**src/rtl/peak_level_detector.sv**
```systemverilog
// Peak-envelope level detector: instant attack, sample-counted hold, exponential decay.
// Optional clip indicator with hold is built when CLIP_HOLD_EN is defined.
module peak_level_detector #(
    parameter int DATA_BITS         = 24,
    parameter int HOLD_SAMPLES      = 4800,
    parameter int HOLD_BITS         = 16,
    parameter int DECAY_SHIFT       = 10,
    parameter int CLIP_HOLD_SAMPLES = 24000
) (
    input  logic                 clk,
    input  logic                 rst,
    input  logic [DATA_BITS-1:0] sample_in,
    input  logic                 sample_valid,
    input  logic                 clear,
    output logic [DATA_BITS-1:0] level_out,
    output logic                 level_valid,
    output logic                 clip_out,
    output logic [1:0]           dbg_state
);
    localparam int MW = DATA_BITS - 1;
    localparam logic [MW-1:0] MAG_MAX = {MW{1'b1}};

    typedef enum logic [1:0] {IDLE = 2'd0, HOLD = 2'd1, DECAY = 2'd2} state_t;

    state_t                state_q, state_d;
    logic [MW-1:0]         mag_q, abs_mag;
    logic                  valid1_q;
    logic [MW-1:0]         level_q, level_d;
    logic [HOLD_BITS-1:0]  hold_q, hold_d;
    logic                  level_valid_q, level_valid_d;
    logic [MW-1:0]         step, diff, decayed;

    // Low bits of -x equal ~x+1; the most negative input saturates to full scale.
    always_comb begin
        abs_mag = sample_in[MW-1:0];
        if (sample_in[DATA_BITS-1]) begin
            if (sample_in[MW-1:0] == '0) abs_mag = MAG_MAX;
            else                         abs_mag = ~sample_in[MW-1:0] + MW'(1);
        end
    end

    always_ff @(posedge clk or negedge rst) begin
        if (!rst) begin
            mag_q    <= '0;
            valid1_q <= 1'b0;
        end else begin
            valid1_q <= sample_valid & ~clear;
            if (sample_valid) mag_q <= abs_mag;
        end
    end

    always_comb begin
        step = level_q >> DECAY_SHIFT;
        if (step == '0) step = MW'(1);
        diff    = level_q - step;
        decayed = (diff > mag_q) ? diff : mag_q;
    end

    always_comb begin
        state_d       = state_q;
        level_d       = level_q;
        hold_d        = hold_q;
        level_valid_d = 1'b0;
        if (clear) begin
            state_d       = IDLE;
            level_d       = '0;
            hold_d        = '0;
            level_valid_d = 1'b1;
        end else if (valid1_q) begin
            level_valid_d = 1'b1;
            case (state_q)
                IDLE: begin
                    level_d = '0;
                    if (mag_q != '0) begin
                        level_d = mag_q;
                        hold_d  = HOLD_BITS'(HOLD_SAMPLES);
                        state_d = (HOLD_SAMPLES == 0) ? DECAY : HOLD;
                    end
                end
                HOLD: begin
                    if (mag_q > level_q) begin
                        level_d = mag_q;
                        hold_d  = HOLD_BITS'(HOLD_SAMPLES);
                    end else begin
                        hold_d = (hold_q == '0) ? '0 : hold_q - HOLD_BITS'(1);
                        if (hold_q <= HOLD_BITS'(1)) state_d = DECAY;
                    end
                end
                DECAY: begin
                    if (mag_q > level_q) begin
                        level_d = mag_q;
                        hold_d  = HOLD_BITS'(HOLD_SAMPLES);
                        state_d = HOLD;
                    end else begin
                        level_d = decayed;
                        if (decayed == '0) state_d = IDLE;
                    end
                end
                default: begin
                    state_d = IDLE;
                    level_d = '0;
                    hold_d  = '0;
                end
            endcase
        end
    end

    always_ff @(posedge clk or negedge rst) begin
        if (!rst) begin
            state_q       <= IDLE;
            level_q       <= '0;
            hold_q        <= '0;
            level_valid_q <= 1'b0;
        end else begin
            state_q       <= state_d;
            level_q       <= level_d;
            hold_q        <= hold_d;
            level_valid_q <= level_valid_d;
        end
    end

    assign level_out   = {level_q, 1'b0};
    assign level_valid = level_valid_q;
    assign dbg_state   = state_q;

`ifdef CLIP_HOLD_EN
    localparam int CW = $clog2(CLIP_HOLD_SAMPLES + 2);
    logic [CW-1:0] clip_cnt_q, clip_cnt_d;

    // Counter non-zero means the indicator is lit; each clip re-arms it.
    always_comb begin
        clip_cnt_d = clip_cnt_q;
        if (clear) begin
            clip_cnt_d = '0;
        end else if (valid1_q) begin
            if (mag_q == MAG_MAX)        clip_cnt_d = CW'(CLIP_HOLD_SAMPLES);
            else if (clip_cnt_q != '0)   clip_cnt_d = clip_cnt_q - CW'(1);
        end
    end

    always_ff @(posedge clk or negedge rst) begin
        if (!rst) clip_cnt_q <= '0;
        else      clip_cnt_q <= clip_cnt_d;
    end

    assign clip_out = (clip_cnt_q != '0);
`else
    logic unused_clip_cfg;
    assign unused_clip_cfg = (CLIP_HOLD_SAMPLES != 0);
    assign clip_out        = 1'b0;
`endif

endmodule

```
**config.mk**
```make
export PLATFORM = sky130hd
export DESIGN_NAME = peak_level_detector
export DESIGN_NICKNAME = d
export VERILOG_FILES = /design/src/rtl/peak_level_detector.sv
export SDC_FILE = /design/constraint.sdc
export NUM_CORES = 1
export LEC_CHECK = 0
export BUFFER_PORTS_ARGS = -buffer_cell sky130_fd_sc_hd__buf_2
export CORE_AREA = 3 3 119 121
export CTS_BUF_LIST = sky130_fd_sc_hd__clkbuf_16
export CTS_CLUSTER_DIAMETER = 50
export DETAILED_ROUTE_END_ITERATION = 8
export DIE_AREA = 0 0 122 124
export PLACE_DENSITY = 0.61
export SYNTH_ARGS = -nofsm -noshare
export SYNTH_HDL_FRONTEND = slang
export SYNTH_SLANG_ARGS = --single-unit
```
**constraint.sdc**
```tcl
create_clock -name clk -period 10.5 [get_ports clk]
set_input_delay 0.525 -clock clk [delete_from_list [all_inputs] [get_ports clk]]
set_output_delay 0.525 -clock clk [all_outputs]
set_load 0.05 [all_outputs]
```
Word-level counts from Yosys, hierarchy flattened

Cells that the tools add are included.
Widths: inputs -> output; s select.

Register bits: 66
Output and inout bits: 28
Word-level logic and storage cells: 60

$add $sub $neg: 3
$lt $le $gt $ge: 3
Equality and inequality tests: 8
Multiplexer cells: 27
Bitwise operators: 3
Reductions and logical operators: 10

Operator list:

| kind                  | number |
|---|---|
| $mux 23               | 8 |
| $mux 16               | 6 |
| $logic_not 23->1      | 3 |
| $pmux 23 s3           | 1 |
| $pmux 16 s3           | 1 |
| $gt 23x23->1          | 2 |
| $add 23x1->23 const B | 1 |
| $not 23->23           | 1 |
| $reduce_bool 23->1    | 1 |
| $sub 23x23->23        | 1 |
| $le 16x1->1 const B   | 1 |
| $logic_not 16->1      | 1 |
| $sub 16x1->16 const B | 1 |
| $ne 3x3->1 const B    | 5 |
| $mux 2                | 7 |
| $mux 13               | 1 |
| $pmux 2 s3            | 1 |
| $reduce_and 5->1      | 1 |
| $ne 4x4->1 const B    | 1 |
| $reduce_and 3->1      | 1 |
| $eq 2x1->1 const B    | 1 |
| $eq 2x2->1 const B    | 1 |
| $logic_not 2->1       | 1 |
| $mux 1                | 2 |
| other kinds (4)       | 4 |

Depth between registers and ports, before layout

Gate-level depths: netlist of the first run.

Depth in word-level cells: 11
Mapped depth: 25
Gate-level depth less buffers: 23

Least setup slack after synthesis of the first run

Ideal clock, no wire load.

Kind: register to register
Start: reg level_q[16]
End: reg level_q[9]
Arrival time: 5.584 ns
Data required time: 10.422 ns
Slack: 4.838 ns
Cell stages (with the launch flop): 26
Buffers on the path: 2
Period minus slack after synthesis: 5.662 ns
Cell sequence: dfrtp_1 > inv_1 > nand4_1 > nand4b_1 > o21ai_0 > ha_1 > inv_1 > fa_1 > a21oi_2 > o21ai_2 > a2111oi_4 > o21ai_2 > a2111oi_2 > xnor2_1 > ha_1 > nand4_1 > nor3_1 > a221oi_1 > o211ai_1 > nand2_1 > o21ba_2 > clkbuf_1 > o31ai_1 > clkbuf_1 > a22oi_1 > a21oi_1

Cells in the longest elaborated chain, start to end: 9
Elaborated cells between the ends (all ways): 12
Those cells by class: 1 x add/sub; 2 x order compare; 1 x eq/ne; 6 x mux; 2 x reduce/logical

Ends and longest elaborated chain:

| element                  | line | text |
|---|---|---|
| start: declaration       | 28   | `logic [MW-1:0] level_q, level_d;` |
| start signal: assignment | 116  | `level_q <= level_d;` |
| $logic_not 23->1         | 54   | `if (step == '0) step = MW'(1);` |
| $mux 13                  | 54   |  |
| $sub 23x23->23           | 55   | `diff = level_q - step;` |
| $gt 23x23->1             | 56   | `decayed = (diff > mag_q) ? diff : mag_q;` |
| $mux 23                  | 56   |  |
| $mux 23                  | 90   | `if (mag_q > level_q) begin` |
| $pmux 23 s3              | 71   | `case (state_q)` |
| $mux 23                  | 69   | `end else if (valid1_q) begin` |
| $mux 23                  | 64   | `if (clear) begin` |

Several ways; a longest one is shown, not always the timed one. The select of a mux whose other input is x is not followed.
A chain may end at the register's enable or synchronous reset.

Worst setup path after layout of the first run

Start: reg level_q[15]
End: reg level_q[14]

The elaborated chain is that of the path after synthesis.

==> results of run 1 <==
## flip-flops by register name (all words and copies together) (netlist names)
register	flops
valid1_q	1
mag_q	23
hold_q	16
level_q	23
level_valid	1
dbg_state	2
## power by group
group	switching (mW)	internal, mW
Combinational	0.420	0.228
Sequential	0.0564	0.288
Clock	0.113	0.154
Total	0.590	0.671
## how the worst min path moves through the flow
stage / start / endpoint / depth (start not counted)
final: rst / level_q[4] / 2
after global routing: rst / level_q[4] / 2
after CTS: rst / level_q[0] / 2
after detailed placement: hold_q[15] / hold_q[15] / 1
after global placement: hold_q[15] / hold_q[15] / 1
after floorplan: rst / dbg_state[0] / 0
## layout make-up
| class | count | area, µm² |
|---|---|---|
| flip-flops and latches | 66 | 1650 |
| repair buffers | 56 | 288 |
| multi-input cells | 571 | 3860 |
| inverters | 71 | 267 |
| clock inverters | 5 | 25.0 |
| clock buffers | 9 | 225 |
| well taps | 176 | 220 |
| fillers | 1328 | 6650 |
## cell usage after synthesis, types with 7 or more instances
cell type,number,share of area
nor2_1,71,0.045
inv_1,70,0.045
dfrtp_1,66,0.28
a21oi_1,64,0.054
ha_1,63,0.13
o21ai_0,57,0.048
nand2_1,40,0.026
clkbuf_1,23,0.015
nor3_1,23,0.020
xor2_1,23,0.034
a22oi_1,16,0.020
nand3_1,15,0.013
nand4_1,14,0.015
xnor2_1,14,0.021
o31ai_1,13,0.017
nand2b_1,11,0.012
nor4_1,10,0.011
a31oi_1,8,0.0085
or4_1,8,0.010
a211oi_1,7,0.0089
and3_1,7,0.0074
o21a_1,7,0.0089
o21ai_1,7,0.0060
## cell families after synthesis
group,count (synthesis),synth area share
AO/OA/AOI/OAI,228,0.247
XOR/XNOR,37,0.0551
adder cells (fa/ha/maj),64,0.137
buffers and inverters,98,0.0651
flip-flops,66,0.281
multiplexers,5,0.00851
other,1,0.000637
AND/OR/NAND/NOR,235,0.206
## routing by layer
metal	vias to the layer above	part of all wire	GRT usage	wire length [µm]
met3	36	0.058	0.0459	1090
met1	2721	0.48	0.370	8970
met4	0	0.027	0.0938	507
li1	2755	-	-	-
met5	-	0	0	0
met2	199	0.44	0.403	8310
==> impl_metrics.py, run 1 <==
metrics = {
    "critical_path": {
        "crit_family": "compound AO/OA/AOI/OAI gates",
        "path_class": "flip-flop to flip-flop",
        "startpoint_type": "flip-flop",
        "crit_buf_inv": 2,
        "crit_slowest_cell": "nor3b_2",
        "ff2ff_setup_slack_ns": 4.01,
        "worstPathArrival_ns": 6.74,
        "crit_path_max_fanout": 16,
        "rr_endpoint": "level_q[14]",
        "slowest_delay_ns": 0.96,
        "timing.rr.start": "level_q[15]",
        "worst-path-stages": 22,
        "required_ns": 10.75,
        "ff2ff_path_depth": 22,
        "path_cells": "inv_1 > nand4_1 > nand4b_1 > o21ai_0 > ha_1 > inv_1 > fa_1 > a21oi_2 > o21ai_2 > a2111oi_4 > o21ai_2 > a2111oi_2 > xnor2_1 > ha_1 > nand4_1 > nor4_1 > o31ai_1 > o211ai_1 > nand2_1 > nor3b_2 > a21boi_0 > o32ai_1",
        "worst_setup_path_end_kind": "flip-flop",
        "crit_path_start": "level_q[15]",
        "crit_end": "level_q[14]",
    },
    "clock_tree": {
        "ctsHoldBuffers": 0,
        "clock_latency_ns": 0.34,
        "htree_levels": 3,
        "cts_root_buf": "clkbuf_16",
        "cts_sinks": 66,
        "clk_pin_slew_worst_paths_ns": 0.06,
        "cts_max_path_buffers": 2,
        "post_cts_buffers": 0,
        "numCtsBuffers": 9,
        "cts_tree": "done",
        "cts.repair.resized": 0,
    },
    "pwr": {
        "power_density_nw_per_um2": 193,
        "leakage_nw": 3.03,
        "total_power_mw": 1.26,
        "vdd_ir_drop_max_mv": 0.0731,
    },
    "detailed_routing": {
        "drt_iter0_drc": 451,
        "wl_um": 18900,
        "drt-vias-per-instance": 5.99,
        "drc": 0,
        "postRouteAntennaNets": 0,
        "drt_pass1_iterations": 5,
        "num_vias": 5711,
        "wl_per_cell_um": 19.8,
    },
    "sta": {
        "fin_setup_tns_ns": 0,
        "rsz0062_at_grt": "false",
        "final-hold-violation-count": 0,
        "fmax_mhz": 154,
        "finClkSkew_ns": 0.00667,
        "whs_ns": 0.370,
        "fin_ws_ns": 4.01,
        "tightest_slew_ns": 1.11,
        "slew_violations": 0,
        "post-route-period-util": 0.619,
        "maxSlewHeadroom": 0.254,
        "setup_viol": 0,
        "min_period_ns": 6.49,
    },
    "cells_and_area": {
        "fin_nets": 867,
        "diodes": 0,
        "layout_commonest_cell": "inv_1",
        "final_area_um2": 6540,
        "layout.cells.non_filler": 954,
        "mostFrequentLayoutCells": "inv_1 (71), nor2_1 (70), dfrtp_1 (66)",
        "final_util": 0.496,
        "drive_above_1_share": 0.116,
        "syn_to_final_growth_pct": 11.1,
    },
    "yosys": {
        "avgSynthCellArea_um2": 8.02,
        "synth_cell_types": 71,
        "synth-edff-count": 0,
        "synth_area_um2": 5880,
        "yosysSeqAreaShare": 0.281,
        "synthFlopType": "dfrtp_1",
        "synth_cells": 734,
        "ys_seq_elements": 66,
        "synthArstFlopShare": 1.00,
        "ys.warnings.count": 0,
    },
    "global_route": {
        "overflow": 0,
        "antenna_found_initial": 0,
        "grt_max_degree": 67,
        "grt_pass1_vias": 5410,
        "grt_use_total": 0.262,
        "grt_pass1_wl_um": 30100,
    },
    "die": {
        "die-area_um2": 15100,
        "io_pins": 56,
        "start_util": 0.446,
        "rows": 42,
        "die_h_um": 124,
        "die_x_um": 122,
        "coreArea_um2": 13200,
    },
    "placement": {
        "pre_cts_slack_ns": 4.16,
        "hpwl_um": 14700,
        "dp_cells": 940,
        "io_buffers": 53,
        "place.gp.congestion": 0.929,
        "dpl_cell_area_um2": 6290,
    },
    "hold_path": {
        "hold_path_class": "input pin to async pin",
    },
    "run": {
        "max_cap_viol_count": 0,
    },
    "run_status": {
        "status": "finished, final reports clean",
    },
}
Note: power is estimated with default switching activity, not from simulation.
==> run 2: changes to the inputs <==
Settings changed: PLACE_DENSITY 0.61 to 0.64.
Clock period 10.5 ns to 5.37 ns, I/O delays scaled along.
==> run 2 against run 1 <==
  * First-iteration DRC count increased by 30%
  * Sequential power up 92%
  * Critical path depth up 2
  * Flip-flop and latch count unchanged
  * Combinational power is 130% higher
  * Final area rose by 8.6%
  * Final cell count grew 4.6%
  * Global-route usage shrank 1.2 points
  * Critical path type unchanged
  * Largest cell class unchanged
==> impl_metrics.py, run 2 (same netlist as run 1, synthesis figures left out) <==
metrics = {
    "clock_tree": {
        "clk_pin_slew_worst_paths_ns": 0.05,
        "cts_tree": "done",
        "clock_latency_ns": 0.34,
        "ctsHoldBuffers": 0,
        "htree_levels": 3,
        "cts_max_path_buffers": 2,
        "cts_sinks": 66,
        "numCtsBuffers": 9,
        "cts_root_buf": "clkbuf_16",
    },
    "placement": {
        "pre_cts_slack_ns": -0.0586,
        "dpl_cell_area_um2": 6540,
        "io_buffers": 53,
        "place.gp.congestion": 0.938,
        "hpwl_um": 14300,
    },
    "critical_path": {
        "timing.rr.start": "level_q[16]",
        "rr_endpoint": "dbg_state[1]",
        "worstPathArrival_ns": 5.53,
        "worst_setup_path_end_kind": "flip-flop",
        "required_ns": 5.59,
        "startpoint_type": "flip-flop",
        "path_class": "flip-flop to flip-flop",
        "ff2ff_setup_slack_ns": 0.06,
        "crit_path_max_fanout": 4,
        "ff2ff_path_depth": 24,
    },
    "sta": {
        "post-route-period-util": 0.989,
        "rsz0062_at_grt": "true",
        "fmax_mhz": 188,
        "finClkSkew_ns": 0.00606,
        "min_period_ns": 5.31,
        "maxSlewHeadroom": 0.277,
        "whs_ns": 0.136,
        "slew_violations": 0,
        "fin_ws_ns": 0.0577,
        "tightest_slew_ns": 1.08,
        "final-hold-violation-count": 0,
        "setup_viol": 0,
    },
    "hold_path": {
        "hold_path_class": "input pin to async pin",
    },
    "detailed_routing": {
        "drt-vias-per-instance": 6.06,
        "num_vias": 6047,
        "drc": 0,
        "drt_pass1_iterations": 5,
        "wl_um": 19200,
        "wl_per_cell_um": 19.2,
        "postRouteAntennaNets": 0,
        "drt_iter0_drc": 587,
    },
    "pwr": {
        "comb_power_share": 0.555,
        "switching_share": 0.460,
        "vdd_ir_drop_max_mv": 0.184,
        "leakage_nw": 3.28,
        "power_density_nw_per_um2": 374,
        "power.internal_mw": 1.43,
        "total_power_mw": 2.66,
        "p_clk_frac": 0.196,
        "seq_power_share": 0.248,
        "power_switching_mw": 1.22,
    },
    "cells_and_area": {
        "syn_to_final_growth_pct": 20.7,
        "final_util": 0.539,
        "num-fill-cells": 1232,
        "diodes": 0,
        "reg_top3": "level_q: 23 flops, mag_q: 23 flops, hold_q: 16 flops",
        "final_area_um2": 7100,
        "layout_commonest_cell": "nor2_1",
        "fin_nets": 910,
        "drive_above_1_share": 0.208,
        "mostFrequentLayoutCells": "nor2_1 (70), inv_1 (68), a21oi_1 (64)",
    },
    "global_route": {
        "antenna_found_initial": 0,
        "grt_pass1_vias": 5540,
        "grt_pass1_wl_um": 29300,
        "overflow": 0,
        "grt_max_degree": 67,
        "grt_use_total": 0.249,
    },
    "die": {
        "start_util": 0.446,
        "die-area_um2": 15100,
        "io_pins": 56,
        "coreArea_um2": 13200,
        "die_x_um": 122,
        "die_h_um": 124,
        "rows": 42,
    },
    "run": {
        "max_cap_viol_count": 0,
    },
    "run_status": {
        "status": "finished, final reports clean",
    },
}
## run 2: layout make-up
type	instances	area, µm²	area share
multi-input cells	571	4060	0.571
flip-flops and latches	66	1660	0.233
repair buffers	99	649	0.0914
inverters	71	267	0.0375
clock buffers	9	225	0.0317
well taps	176	220	0.0310
clock inverters	6	27.5	0.00387
## run 2: worst max path at each step
stage	from	end	slack (ns)	cells after the start
2_1_floorplan	level_q[17]	level_q[9]	0.02	25
3_3_place_gp	level_q[17]	dbg_state[1]	0.008	24
3_5_place_dp	level_q[16]	dbg_state[1]	-0.06	24
4_1_cts	level_q[17]	level_q[19]	0.03	24
5_1_grt	level_q[14]	dbg_state[1]	-0.15	23
6_report	level_q[16]	dbg_state[1]	0.06	24
## run 2: through the flow
step	setup TNS [ns]	instances
3_3_place_gp	0	970
3_5_place_dp	-0.205	970
4_1_cts	0	986
6_report	0	998
2_1_floorplan	0	735
5_1_grt	-1.41	998
## run 2: metal layers
| layer | part of all wire | vias to the layer above | track usage |
|---|---|---|---|
| li1 | - | 2838 | - |
| met3 | 0.082 | 40 | 0.0386 |
| met4 | 0.025 | 0 | 0.0924 |
| met5 | 0 | - | 0 |
| met2 | 0.45 | 299 | 0.380 |
| met1 | 0.44 | 2870 | 0.358 |
## run 2: power by group through the flow
stage                     Combinational, mW  Clock (mW)  Sequential (mW)
after CTS                              1.36       0.529            0.651
after global routing                   1.61       0.551            0.667
after floorplan                       0.838           0            0.724
final                                  1.48       0.522            0.660
after global placement                 1.31           0            0.657
after detailed placement               1.34           0            0.659
## run 2: critical path, cell delays in order, from the launching register on
cell       delay [ns]
dfrtp_2          0.41
inv_2            0.06
nand4_1          0.12
nand4b_1         0.29
o21ai_1          0.18
ha_2             0.20
inv_2            0.04
fa_2             0.34
a21oi_2          0.18
o21ai_2          0.11
a2111oi_4        0.45
o21ai_2          0.16
a2111oi_4        0.37
xnor2_2          0.12
ha_1             0.31
nand4_1          0.13
buf_4            0.17
nor3_1           0.22
a221oi_1         0.12
o211ai_1         0.13
nand2_2          0.10
or3_1            0.32
or4_1            0.43
o21ai_1          0.14
o21ai_1          0.07
## run 2: timing repair
item / CTS / global route
gates cloned: 0 / 1
pin swaps: 3 / 24
gates resized for setup: 1 / 48
setup endpoints to repair: 21 / 24
setup buffers: 1 / 11
==> run 3: changes to the inputs <==
Settings changed: CELL_PAD_IN_SITES_DETAIL_PLACEMENT from default to 0, CELL_PAD_IN_SITES_GLOBAL_PLACEMENT from default to 2, CORE_AREA 3 3 119 121 to 3 3 158 160, DIE_AREA 0 0 122 124 to 0 0 161 163, PLACE_DENSITY 0.64 to 0.6.
==> run 3 against run 2 <==
  * Final area increased by 5.8%
  * Clock-buffer cell count unchanged
  * Die area increased by 73%
  * Register-to-register slack got worse by 0.02 ns
  * Clock power increased by 18%
  * Setup slack got worse by 0.023 ns
  * First-iteration DRC count decreased by 37%
  * Combinational power increased by 6%
==> impl_metrics.py, run 3 (same netlist as run 1, synthesis figures left out) <==
metrics = {
    "sta": {
        "final-hold-violation-count": 0,
        "rsz0062_at_grt": "true",
        "fmax_mhz": 187,
        "tightest_slew_ns": 0.929,
        "maxSlewHeadroom": 0.381,
        "slew_violations": 0,
        "setup_viol": 0,
        "post-route-period-util": 0.993,
        "min_period_ns": 5.34,
        "finClkSkew_ns": 0.00928,
    },
    "global_route": {
        "grt_pass1_vias": 5859,
        "antenna_found_initial": 0,
        "grt_max_degree": 67,
        "grt_pass1_wl_um": 33700,
        "grt_use_total": 0.164,
        "overflow": 0,
    },
    "die": {
        "die_h_um": 163,
        "rows": 56,
        "die-area_um2": 26200,
        "die_x_um": 161,
        "io_pins": 56,
        "start_util": 0.250,
        "coreArea_um2": 23500,
    },
    "clock_tree": {
        "clock_latency_ns": 0.34,
        "cts_root_buf": "clkbuf_16",
        "numCtsBuffers": 9,
        "htree_levels": 3,
        "cts_max_path_buffers": 2,
        "clk_pin_slew_worst_paths_ns": 0.07,
        "cts_sinks": 66,
        "cts_tree": "done",
    },
    "critical_path": {
        "slowest_delay_ns": 0.42,
        "crit_family": "compound AO/OA/AOI/OAI gates",
        "path_class": "flip-flop to flip-flop",
        "crit_slowest_cell": "a2111oi_4",
        "crit_path_start": "level_q[14]",
        "timing.rr.start": "level_q[14]",
        "crit_buf_inv": 4,
        "worstPathArrival_ns": 5.55,
        "worst_setup_path_end_kind": "flip-flop",
        "worst_path_most_repeated_cell": "o21ai_1",
        "crit_path_max_fanout": 6,
        "required_ns": 5.59,
        "startpoint_type": "flip-flop",
    },
    "placement": {
        "io_buffers": 53,
        "dpl_cell_area_um2": 6830,
        "place.gp.congestion": 0.885,
        "hpwl_um": 16700,
    },
    "detailed_routing": {
        "drt_pass1_iterations": 5,
        "drt-vias-per-instance": 5.10,
        "num_vias": 5885,
        "drt_iter0_drc": 368,
        "drc": 0,
        "wl_um": 21600,
        "wl_per_cell_um": 18.7,
        "postRouteAntennaNets": 0,
    },
    "cells_and_area": {
        "num-fill-cells": 2518,
        "mostFrequentLayoutCells": "nor2_1 (69), inv_1 (65), ha_1 (62), dfrtp_1 (62), a21oi_1 (58)",
        "regArea_um2": 1660,
        "multiInputGateArea_um2": 4130,
        "diodes": 0,
        "fin_nets": 924,
        "final_area_um2": 7520,
        "final_util": 0.319,
        "layout_commonest_cell": "nor2_1",
        "drive_above_1_share": 0.236,
        "reg_top3": "level_q: 23 flops, mag_q: 23 flops, hold_q: 16 flops",
        "syn_to_final_growth_pct": 27.8,
    },
    "run": {
        "max_cap_viol_count": 0,
    },
    "pwr": {
        "total_power_mw": 2.85,
        "vdd_ir_drop_max_mv": 0.125,
        "power_density_nw_per_um2": 379,
        "leakage_nw": 3.39,
    },
    "hold_path": {
        "hold_path_class": "input pin to async pin",
    },
    "run_status": {
        "status": "finished, final reports clean",
    },
}
run 3: worst paths after layout:
path / end / slack [ns] / depth (start not counted)
max reg2reg: dbg_state[1] / 0.03 / 25
min: hold_q[15] / 0.14 / 2
max: dbg_state[1] / 0.03 / 25
min reg2reg: hold_q[15] / 0.49 / 1
min in group clk: mag_q[0] / 0.22 / 3
max in group asynchronous: level_q[15] / 4.59 / 2
run 3: worst reg2reg max path, cell delays in order, from the launching register on:
cell and delay [ns]:
dfrtp_2 0.41, inv_2 0.05, nand4_1 0.11, nand4b_1 0.29
o21ai_1 0.19, ha_2 0.20, inv_2 0.04, fa_2 0.38
a21oi_4 0.19, o21ai_4 0.10, a2111oi_4 0.42, buf_4 0.18
o21bai_2 0.09, a211oi_2 0.23, xnor2_1 0.15, ha_1 0.31
nand4_1 0.17, buf_4 0.17, nor3_1 0.19, a221oi_1 0.10
o211ai_1 0.11, nand2_2 0.14, or3_1 0.32, or4_1 0.42
o21ai_1 0.15, o21ai_1 0.08
run 3: what timing repair did:
action                     in CTS  in global routing
gates resized for setup         5                 64
pin swaps                       3                 57
setup endpoints to repair      23                 24
hold buffers                    0                  0
buffers inserted                1                 12
gates cloned                    0                  1
run 3: cell type report:
type                            count  area share
Multi-Input combinational cell    571       0.549
Clock buffer                        9      0.0300
Tap cell                          319      0.0531
Inverter                           71      0.0354
Sequential cell                    66       0.220
Timing Repair Buffer              113       0.104
Clock inverter                      6     0.00899
run 3: metal layers:
layer  global-route usage  vias to the layer above  part of all wire
met5                    0                        -                 0
met4               0.0411                        0             0.017
met2                0.260                      137              0.45
met3               0.0229                       23             0.046
li1                     -                     2869                 -
met1                0.236                     2856              0.49
run 3: stage by stage:
step / cells / setup slack (ns) / TNS (ns) / hold WS, ns
2_1_floorplan: 735 / 0.0186 / 0 / -0.0271
4_1_cts: 1143 / 0.0269 / 0 / 0.206
3_3_place_gp: 1127 / -0.177 / -1.04 / 0.477
5_1_grt: 1155 / -0.224 / -2.84 / 0.231
6_report: 1155 / 0.0350 / 0 / 0.141
3_5_place_dp: 1127 / -0.282 / -3.10 / 0.481
run 3: report_power, final:
group | internal (mW) | switching (mW) | total [mW]
clock network | 0.359 | 0.255 | 0.614
registers | 0.563 | 0.0989 | 0.662
logic | 0.632 | 0.942 | 1.57
